File: src/rtl/tt_event_capture.sv
// Time-tag event capture: PPS-synchronised tick counter, PPS period measurement and trigger timestamp FIFO.
// Optional macro TT_SECONDS_COUNT_EN adds a PPS seconds counter that is stored with each tag.
module tt_event_capture #(
  parameter int WIDTH = 32,
  parameter int DEPTH = 4
) (
  input  logic                     clk,
  input  logic                     reset,
  input  logic                     pps,
  input  logic                     trig,
  input  logic                     tag_ready,
  input  logic                     ovf_clr,
  output logic [WIDTH-1:0]         tag_data,
  output logic                     tag_valid,
  output logic [$clog2(DEPTH):0]   tag_fill,
  output logic                     overflow,
  output logic [WIDTH-1:0]         pps_period,
  output logic                     pps_seen
`ifdef TT_SECONDS_COUNT_EN
  ,
  output logic [31:0]              seconds,
  output logic [31:0]              tag_sec
`endif
);

  localparam int AW = $clog2(DEPTH);
`ifdef TT_SECONDS_COUNT_EN
  localparam int EW = WIDTH + 32;
`else
  localparam int EW = WIDTH;
`endif

  logic             s1, s2, s3;
  logic             pps_edge;
  logic [WIDTH-1:0] tick_count;
  logic [AW:0]      wr_ptr, rd_ptr;
  logic [EW-1:0]    mem [DEPTH];
  logic [EW-1:0]    wr_entry, head;
  logic             full, pop, push, drop;

  assign pps_edge = s2 & ~s3;

  always_ff @(posedge clk or posedge reset) begin
    if (reset) begin
      s1 <= 1'b0;
      s2 <= 1'b0;
      s3 <= 1'b0;
    end else begin
      s1 <= pps;
      s2 <= s1;
      s3 <= s2;
    end
  end

  // Period is the count including the clearing edge itself, so edges N apart give N.
  always_ff @(posedge clk or posedge reset) begin
    if (reset) begin
      tick_count <= '0;
      pps_period <= '0;
      pps_seen   <= 1'b0;
    end else if (pps_edge) begin
      tick_count <= '0;
      pps_period <= (&tick_count) ? '1 : tick_count + 1'b1;
      pps_seen   <= 1'b1;
    end else if (!(&tick_count)) begin
      tick_count <= tick_count + 1'b1;
    end
  end

`ifdef TT_SECONDS_COUNT_EN
  always_ff @(posedge clk or posedge reset) begin
    if (reset)         seconds <= '0;
    else if (pps_edge) seconds <= seconds + 32'd1;
  end
  assign wr_entry = {seconds, tick_count};
  assign tag_sec  = head[EW-1:WIDTH];
`else
  assign wr_entry = tick_count;
`endif

  // Extra pointer MSB separates full from empty.
  assign tag_fill  = wr_ptr - rd_ptr;
  assign tag_valid = (wr_ptr != rd_ptr);
  assign full      = (wr_ptr[AW] != rd_ptr[AW]) && (wr_ptr[AW-1:0] == rd_ptr[AW-1:0]);
  assign pop       = tag_valid & tag_ready;
  assign push      = trig & (~full | pop);
  assign drop      = trig & full & ~pop;

  always_ff @(posedge clk) begin
    if (push) mem[wr_ptr[AW-1:0]] <= wr_entry;
  end

  always_ff @(posedge clk or posedge reset) begin
    if (reset) begin
      wr_ptr   <= '0;
      rd_ptr   <= '0;
      overflow <= 1'b0;
    end else begin
      if (push) wr_ptr <= wr_ptr + 1'b1;
      if (pop)  rd_ptr <= rd_ptr + 1'b1;
      if (drop)         overflow <= 1'b1;
      else if (ovf_clr) overflow <= 1'b0;
    end
  end

  assign head     = mem[rd_ptr[AW-1:0]];
  assign tag_data = head[WIDTH-1:0];

endmodule

File: config.mk
export PLATFORM = sky130hd
export DESIGN_NAME = tt_event_capture
export DESIGN_NICKNAME = d
export VERILOG_FILES = /design/src/rtl/tt_event_capture.sv
export SDC_FILE = /design/constraint.sdc
export NUM_CORES = 1
export LEC_CHECK = 0
export ABC_AREA = 1
export CORE_ASPECT_RATIO = 0.6
export CORE_MARGIN = 10
export CORE_UTILIZATION = 50
export CTS_BUF_LIST = sky130_fd_sc_hd__clkbuf_4
export DETAILED_ROUTE_END_ITERATION = 7
export PLACE_DENSITY = 0.76
export SLEW_MARGIN = 40
export SYNTH_ARGS = -nofsm -noshare
export SYNTH_HDL_FRONTEND = slang
export SYNTH_SLANG_ARGS = --single-unit
export TNS_END_PERCENT = 20
File: constraint.sdc
create_clock -name clk -period 6.6 [get_ports clk]
set_input_delay 1.32 -clock clk [delete_from_list [all_inputs] [get_ports clk]]
set_output_delay 1.32 -clock clk [all_outputs]
set_load 0.02 [all_outputs]
# After elaboration in Yosys (flattened, before gate mapping)
# Memories as Yosys holds them, arrays and structs flattened.
# Index checks and enable logic that the tools add are counted.
# word_totals
mem_bits_rw	128
wordCells	37
n_memories	1
in_bits	6
register_bits	75
out_inout_bits	70
# classes
n_mux	7
bitwise	9
reduce_logical	3
addsub	4
n_eq_ne	4
# memory_table
name	words	width	rd	rd_clocked_by_memory_dff	write_ports	line_no	rtl
mem	4	32	1	0	1	37	logic [EW-1:0] mem [DEPTH];
# op_table
cell	n
2-to-1 mux 32 bit	3
adder 32 x 1 -> 32 bit, second input constant	1
AND reduction 32 bit	1
adder 3 x 1 -> 3 bit, second input constant	2
bitwise AND 1 bit	5
2-to-1 mux 1 bit	4
inequality test 3 bit	1
inverter 1 bit	3
subtractor 3 bit	1
== test 2 bit	1
inequality test 2 bit, second input constant	1
nonzero test 2 bit	1
logical AND 1 bit	1
inequality test 1 bit	1
bitwise OR 1 bit	1

# Logic depth before layout (Yosys ltp)
# Gate-level depths: netlist of the first run.
# logic_depth
word_depth	7
mapped_depth	10
depth_no_buf	10

# Worst setup path after synthesis of the first run
# OpenSTA, ideal clock, no wires.
# synth_timing
path_type	input to register
from	input tag_ready
to	memory mem[3][0] (netlist bit), enable pin
slack_ns	3.199
path_stages	4
arrival_time_ns	2.977
setup_time_ns	0.424
cell_sequence	nor2_1 nand2_1 nand2_1 nor2_1
# synth_via
elab_chain_len	5
# synth_lines
element	line_no	rtl
start, declared	11	input logic tag_ready,
bitwise AND 1 bit	85	assign pop = tag_valid & tag_ready;
bitwise OR 1 bit	86	assign push = trig & (~full | pop);
bitwise AND 1 bit	86	
2-to-1 mux 1 bit	90	if (push) mem[wr_ptr[AW-1:0]] <= wr_entry;
2-to-1 mux 1 bit (implied by the code)	90	
end, declared	37	
# Every way passes these cells.

# Worst setup path after layout of the first run
# layout_timing
from	register rd_ptr[0]
to	output tag_fill[1]
# layout_via
elab_chain_len	1
# layout_lines
element	line_no	rtl
start, declared	36	logic [AW:0] wr_ptr, rd_ptr;
start signal, assigned	100	if (pop) rd_ptr <= rd_ptr + 1'b1;
subtractor 3 bit	82	assign tag_fill = wr_ptr - rd_ptr;
end, declared	15	output logic [$clog2(DEPTH):0] tag_fill,
# Every way passes these cells.

==> summary.md, run 1 <==
| Metric | Value |
|---|---|
| Post-DP HPWL | 13000 um |
| Critical Path RT | approximately 5.3 ns |
| DR vias | roughly 6300 |
| Fillers | between 1000 and 1500 |
| Master of the slowest instance on the critical path | clkdlybuf4s50_1 |
| Post-synthesis net count | slightly above 800 |
| Num rows | 37 |
| Max Clk Rate | about 240 MHz |
| Max_cap viols | 0 |
| Slew Viols, Final | 0 |
| Hold WC Path Type | register to register |
| Place WS | 3.04 ns |
| Rel. slew slack | 0.531 |
| Register area share after synthesis | 0.663 |
| RSZ-0062 raised after global routing | no |
| Setup bufs post-CTS | 0 |
| # hold bufs at CTS | 0 |
| Die height | 122 um |
| Drt total wl | about 21000 um |
| Max stage delay on crit path | 0.60 ns |
| P&R area growth vs syn | 18.8% |
| GRT Overall Usage | 0.180 |
| Crit path to | tag_fill[1] |
| Leakage | 4.06 nW |
| Pre-antenna DRT Iters | 5 |
| Root Driver | clkbuf_4 |
| Tightest hold margin | 0.352 ns |
| Core Util, Final | 0.601 |
| Post-route ant nets | 0 |
| Max Clock Skew | 0.0251 ns |
| Max FO, Critical Path | 66 |
| Synth unique cells | 31 |
| YS warnings | 0 |
| Register area | 5720 um2 |
| Initial antenna violation count | 1 |
| Status | finished, final reports clean |
| Critical path type | register to output port |
| Share of cells above drive strength 1 | 0.122 |
| GRT overflow | 0 |
| Clock Sinks | about 200 |
| Final hold violations | 0 |
| Setup ws final | around 2.4 ns |
| I/O pins | 76 |
| Worst EP arrival | ~2.9 ns |
| R2R Path End | mem[3][24] |
| GPL Wtd Cong | 0.874 |
| First-pass GRT wire length | 33100 um |
| # H-tree levels | 2 |
| CP Cell Sequence | buf_4 > ha_1 > fa_1 > inv_1 > clkdlybuf4s50_1 |
| Reg2Reg Launch Point | rd_ptr[0] |
| PortBufs | 75 |
| Seq cells post-synth | 203 |
| Initial DRC count | roughly 650 |
| Worst Setup SP | rd_ptr[0] |
| Vias in the first global route | a little over 6000 |
| Worst reg-to-reg setup slack | 3.54 ns |
| Post-route cell area | 10200 um2 |
| Starting Density | 0.506 |
| Power Density | 407 nW/um2 |
| Tmin final | roughly 4.2 ns |
| Mapped cell area | 8620 um2 |
| Mapped Cells | between 800 and 900 |
| Core area | between 15000 and 20000 um2 |
| Final Power | about 4.2 mW |
| Die ar. | 23100 um2 |
| Mapped Avg Cell Area | 10.6 um2 |
| Cell Count Post-Placement | 1094 |
| Worst Tran Pin Value | 0.703 ns |
| TritonCTS buffer count | between 40 and 50 |
| Routed length per instance | roughly 18 um |
| Total Nets Final | 923 |
| CP Capture Type | output port |
| Largest net degree at the start of global routing | 76 |
| Sum Neg Setup Slack | 0 ns |
| Clk slew on worst S/H paths | 0.07 ns |
| Reg2reg path depth | 8 |
| Setup violators final | 0 |
| Resized cells post-CTS | 0 |
| Drc violations | 0 |
| VDD IR-drop max | 183 uV |
| Final Cycle Share | 0.638 |
| Worst-Skew Late Latency | just over 0.6 ns |
| Clk buf depth | 3 |
| Die Width | roughly 190 um |
| Vias per cell | 5.33 |
| CTS tree | built |
| CP startpoint kind | register |
| Placed Instance Area | 9610 um2 |
| Multi-input logic area | 2600 um2 |
| Final non-filler cell total | 1178 |
[placed cells by master (no fill, tap or decap), types with 8 or more instances in the layout]
cell type / netlist / final
xor2_1: 11 / 11
o22ai_1: 32 / 32
clkbuf_4: 0 / 71
and2_1: 15 / 15
nor2_1: 132 / 127
buf_4: 0 / 8
clkinv_1: 0 / 8
ha_1: 8 / 8
inv_1: 46 / 42
edfxtp_1: 128 / 128
a21oi_1: 11 / 11
clkdlybuf4s50_1: 0 / 75
a31oi_1: 12 / 12
dfrtp_1: 75 / 75
o21ai_0: 74 / 74
nand2_1: 169 / 169
nand3_1: 30 / 30
[cell families (layout without fill, tap and decap cells)]
| family | after synthesis | in the layout | share of synthesized area |
|---|---|---|---|
| other | 0 | 1 | 0 |
| adders and majority gates | 9 | 9 | 0.0139 |
| xor gates and xnor gates | 15 | 15 | 0.0152 |
| buffers and inverters | 81 | 214 | 0.0376 |
| DFF | 203 | 203 | 0.663 |
| and+or+nand+nor | 371 | 371 | 0.187 |
| AOI/OAI and AO/OA | 131 | 131 | 0.0824 |
[state kept, by name, indices dropped and copies added (netlist names)]
signal,count
mem,128
overflow,1
pps_period,32
pps_seen,1
rd_ptr,3
s1,1
s2,1
s3,1
tick_count,32
wr_ptr,3
[worst min path at each step]
stage,startpoint,endpoint,slack (ns),depth (start not counted)
after floorplan,s1,s2,0.33,0
after global placement,s1,s2,0.34,0
after detailed placement,s1,s2,0.34,0
after CTS,s1,s2,0.35,0
after global routing,s1,s2,0.37,0
final,s1,s2,0.35,0
[routing by layer]
metal / vias up / global-route usage / wire length (um) / share of wire
met3: 28 / 0.0562 / 2150 / 0.10
met2: 287 / 0.243 / 8470 / 0.41
li1: 2977 / - / - / -
met5: - / 0 / 0 / 0
met1: 2985 / 0.268 / 9760 / 0.47
met4: 0 / 0.0538 / 301 / 0.015
[power breakdown]
| group | leakage, nW | internal, mW | total (mW) | switching [mW] |
|---|---|---|---|---|
| clock | 0.375 | 0.568 | 1.05 | 0.485 |
| combinational | 1.48 | 0.547 | 1.45 | 0.901 |
| sequential | 2.20 | 1.58 | 1.67 | 0.0884 |
| total | 4.06 | 2.70 | 4.17 | 1.47 |
[cell usage after synthesis (all sizes together)]
master / number / area share
nand2: 173 / 0.077
nor2: 138 / 0.065
edfxtp: 128 / 0.45
o21ai: 76 / 0.044
dfrtp: 75 / 0.22
inv: 47 / 0.020
nand3: 39 / 0.030
o22ai: 32 / 0.023
clkbuf: 27 / 0.012
and2: 15 / 0.011
a31oi: 12 / 0.0087
a21oi: 11 / 0.0064
xor2: 11 / 0.011
ha: 8 / 0.012
buf: 7 / 0.0054
xnor2: 4 / 0.0041
nand3b: 3 / 0.0026
or2: 2 / 0.0015
fa: 1 / 0.0023
nand4: 1 / 0.00073
[worst max-delay path: cells and delay by family, from the launching register on]
family                     cells  cell delay [ns]
adders and majority gates      2             0.68
buffers and inverters          3             1.21
DFF                            1             0.36
[final cells by class]
type                    count  share of cell area
flip-flops and latches    203               0.558
multi-input cells         526               0.253
repair buffers             84              0.0802
clock buffers              71              0.0520
well taps                 234              0.0286
inverters                  47              0.0173
clock inverters            12             0.00977
diodes                      1            0.000244
No activity file was read; power rests on OpenSTA's default activity.
==> run 2, diff against run 1 <==
==> constraint.sdc (replaced) <==
create_clock -name clk -period 4.2 [get_ports clk]
set_input_delay 0.84 -clock clk [delete_from_list [all_inputs] [get_ports clk]]
set_output_delay 0.84 -clock clk [all_outputs]
set_load 0.02 [all_outputs]
==> run 2 against run 1 <==
Global-route usage decreased by 0.053 points. Largest cell class unchanged. Critical endpoint unchanged. Die area stayed put. Design area up 0.11%. Sequential power rose by 57%. Clock skew up 0.025 ns. Core utilization rose by 0.066 points. Critical path type unchanged. Worst hold slack improved by 0.0063 ns. Highest routed layer unchanged. Via count is 0.70% lower. Combinational power increased by 60%. Total power grew 55%. Critical path depth is the same. Setup slack got worse by 1.9 ns.
==> summary.md, run 2 (synthesis results as in run 1) <==
| Metric | Value |
|---|---|
| Status | finished, final reports clean |
| Root Driver | clkbuf_4 |
| GRT Overall Usage | 0.179 (-0.000527) |
| Core Util, Final | 0.602 (+0.000661) |
| Post-route ant nets | 0 (unchanged) |
| Cell Count Post-Placement | 1096 (+0.18%) |
| RSZ-0062 raised after global routing | no |
| # H-tree levels | 2 (unchanged) |
| Total Nets Final | 926 (+0.33%) |
| Drc violations | 0 (unchanged) |
| I/O pins | 76 (unchanged) |
| Tmin final | between 3 and 4 ns |
| Flop pwr share | 0.404 (+0.003) |
| Max Clk Rate | 271 MHz |
| Num rows | 37 (unchanged) |
| TritonCTS buffer count | 47 (+2.2%) |
| Clk buf depth | 3 (unchanged) |
| Multi-input logic area | 2600 um2 (unchanged) |
| Core area | 17000 um2 (unchanged) |
| Leakage | 4.05 nW (-0.16%) |
| Slew Viols, Final | 0 (unchanged) |
| Register area | 5720 um2 (unchanged) |
| CP Cell Sequence | buf_4 > ha_1 > fa_1 > inv_1 > clkdlybuf4s50_1 |
| Pre-antenna DRT Iters | 5 (unchanged) |
| CTS tree | built |
| Power Density | 632 nW/um2 (+55%) |
| Die ar. | 23100 um2 (unchanged) |
| Initial DRC count | 535 (-18%) |
| P&R area growth vs syn | 18.9% |
| Sum Neg Setup Slack | 0 ns (unchanged) |
| Switching Power | 2.34 mW (+59%) |
| Most frequent cells in the layout | 169 x nand2_1, 128 x edfxtp_1, 127 x nor2_1 |
| Max_cap viols | 0 (unchanged) |
| Initial antenna violation count | 0 (-1) |
| Antenna Cells | 0 (-1) |
| Max reg flops | 128 (unchanged) |
| GPL Wtd Cong | 0.887 (+1.5%) |
| Setup bufs post-CTS | 0 (unchanged) |
| Fillers | 1401 (-0.85%) |
| DR vias | 6233 (-0.70%) |
| Die height | 122 um (unchanged) |
| Max FO, Critical Path | 66 (unchanged) |
| Max stage delay on crit path | 0.59 ns (about the same) |
| Worst Tran Pin Value | 0.694 ns (-0.00907 ns) |
| Placed Instance Area | 9670 um2 (+0.64%) |
| Clock Sinks | 203 (unchanged) |
| Sw frac | 0.361 (+0.00790) |
| Die Width | 190 um (unchanged) |
| Starting Density | 0.506 (unchanged) |
| Routed length per instance | 17.5 um (-0.44%) |
| # hold bufs at CTS | 0 (unchanged) |
| Clock network power share | 0.237 (-0.016) |
| Master of the slowest instance on the critical path | clkdlybuf4s50_1 |
| Vias in the first global route | 6229 (+1.7%) |
| First-pass GRT wire length | 33100 um (+0.23%) |
| Post-DP HPWL | 13300 um (+2.3%) |
| Worst-Skew Late Latency | 0.65 ns (+0.03 ns) |
| Critical path type | register to output port |
| P_int | 4.14 mW (+53%) |
| Final Cycle Share | 0.879 |
| VDD IR-drop max | 310 uV (+69%) |
| Rel. slew slack | 0.537 (+0.00555) |
| Hold WC Path Type | register to register |
| CP Capture Type | output port |
| Setup violators final | 0 (unchanged) |
| Drt total wl | 20700 um (-0.11%) |
| Critical Path RT | 3.36 ns (-1.92 ns) |
| Post-route cell area | 10300 um2 (+0.11%) |
| Commonest non-fill, non-tap cell in the layout | nand2_1 |
| CP startpoint kind | register |
| Largest net degree at the start of global routing | 67 (-12%) |
| Vias per cell | 5.27 (-1.0%) |
| Clk slew on worst S/H paths | 0.06 ns (about the same) |
| PortBufs | 75 (unchanged) |
| Max Clock Skew | 0.0503 ns (+0.0253 ns) |
| Share of cells above drive strength 1 | 0.112 (-0.0101) |
| Final hold violations | 0 (unchanged) |
| GRT overflow | 0 (unchanged) |
| Final non-filler cell total | 1182 (+0.34%) |
| Comb power frac | 0.359 (+0.012) |
| Worst EP arrival | 2.85 ns (-0.04 ns) |
| Resized cells post-CTS | 0 (unchanged) |
-- run 2: cell types whose count changed in the layout (fill, tap and decap cells not counted) --
| cell | change |
|---|---|
| buf_4 | -1 |
| diode_2 | -1 |
| bufinv_16 | -1 |
| buf_6 | -1 |
| clkinv_2 | +1 |
| clkinv_1 | +11 |
| inv_1 | +3 |
| inv_2 | -2 |
| clkbuf_4 | -9 |
| buf_12 | +4 |
-- run 2: final timing paths --
kind	start	to	slack, ns	cells past startpoint
min in group asynchronous	reset	tick_count[27]	0.55	2
max in group asynchronous	reset	tick_count[10]	2.64	3
hold reg to reg	s1	s2	0.36	0
hold / removal	s1	s2	0.36	0
setup / recovery	rd_ptr[0]	tag_fill[1]	0.51	5
setup reg to reg	rd_ptr[0]	mem[3][17]	1.32	8
-- run 2: power by group through the flow --
stage | registers [mW] | logic, mW | clock network [mW]
floorplan | 2.65 | 1.30 | 0
global route | 2.65 | 2.53 | 1.68
global placement | 2.65 | 2.30 | 0
CTS | 2.62 | 2.36 | 1.57
finish | 2.62 | 2.32 | 1.54
detailed placement | 2.66 | 2.35 | 0
-- run 2: cell type report --
type / count / area share
flip-flops and latches: 203 / 0.558
well taps: 234 / 0.0285
clock inverters: 24 / 0.0117
inverters: 47 / 0.0173
clock buffers: 62 / 0.0454
multi-input cells: 526 / 0.253
repair buffers: 86 / 0.0861
-- run 2: routing by layer --
layer | track usage | wire length (um)
met1 | 0.256 | 9450
met2 | 0.256 | 8650
met3 | 0.0585 | 2310
met4 | 0.0503 | 253
met5 | 0 | 0
-- run 2: critical path, delay by kind of cell, from the launching register on --
family	cells	cell delay (ns)
adder cells (fa/ha/maj)	2	0.69
buffers and inverters	3	1.18
flip-flops	1	0.35
-- run 2: metrics by stage --
step | setup slack, ns | total power, mW | hold WS (ns)
after floorplan | 0.980 | 3.95 | 0.331
after global placement | 1.17 | 4.95 | 0.334
after detailed placement | 1.15 | 5.01 | 0.348
after CTS | 0.465 | 6.54 | 0.363
after global routing | 0.293 | 6.85 | 0.378
final | 0.506 | 6.48 | 0.358
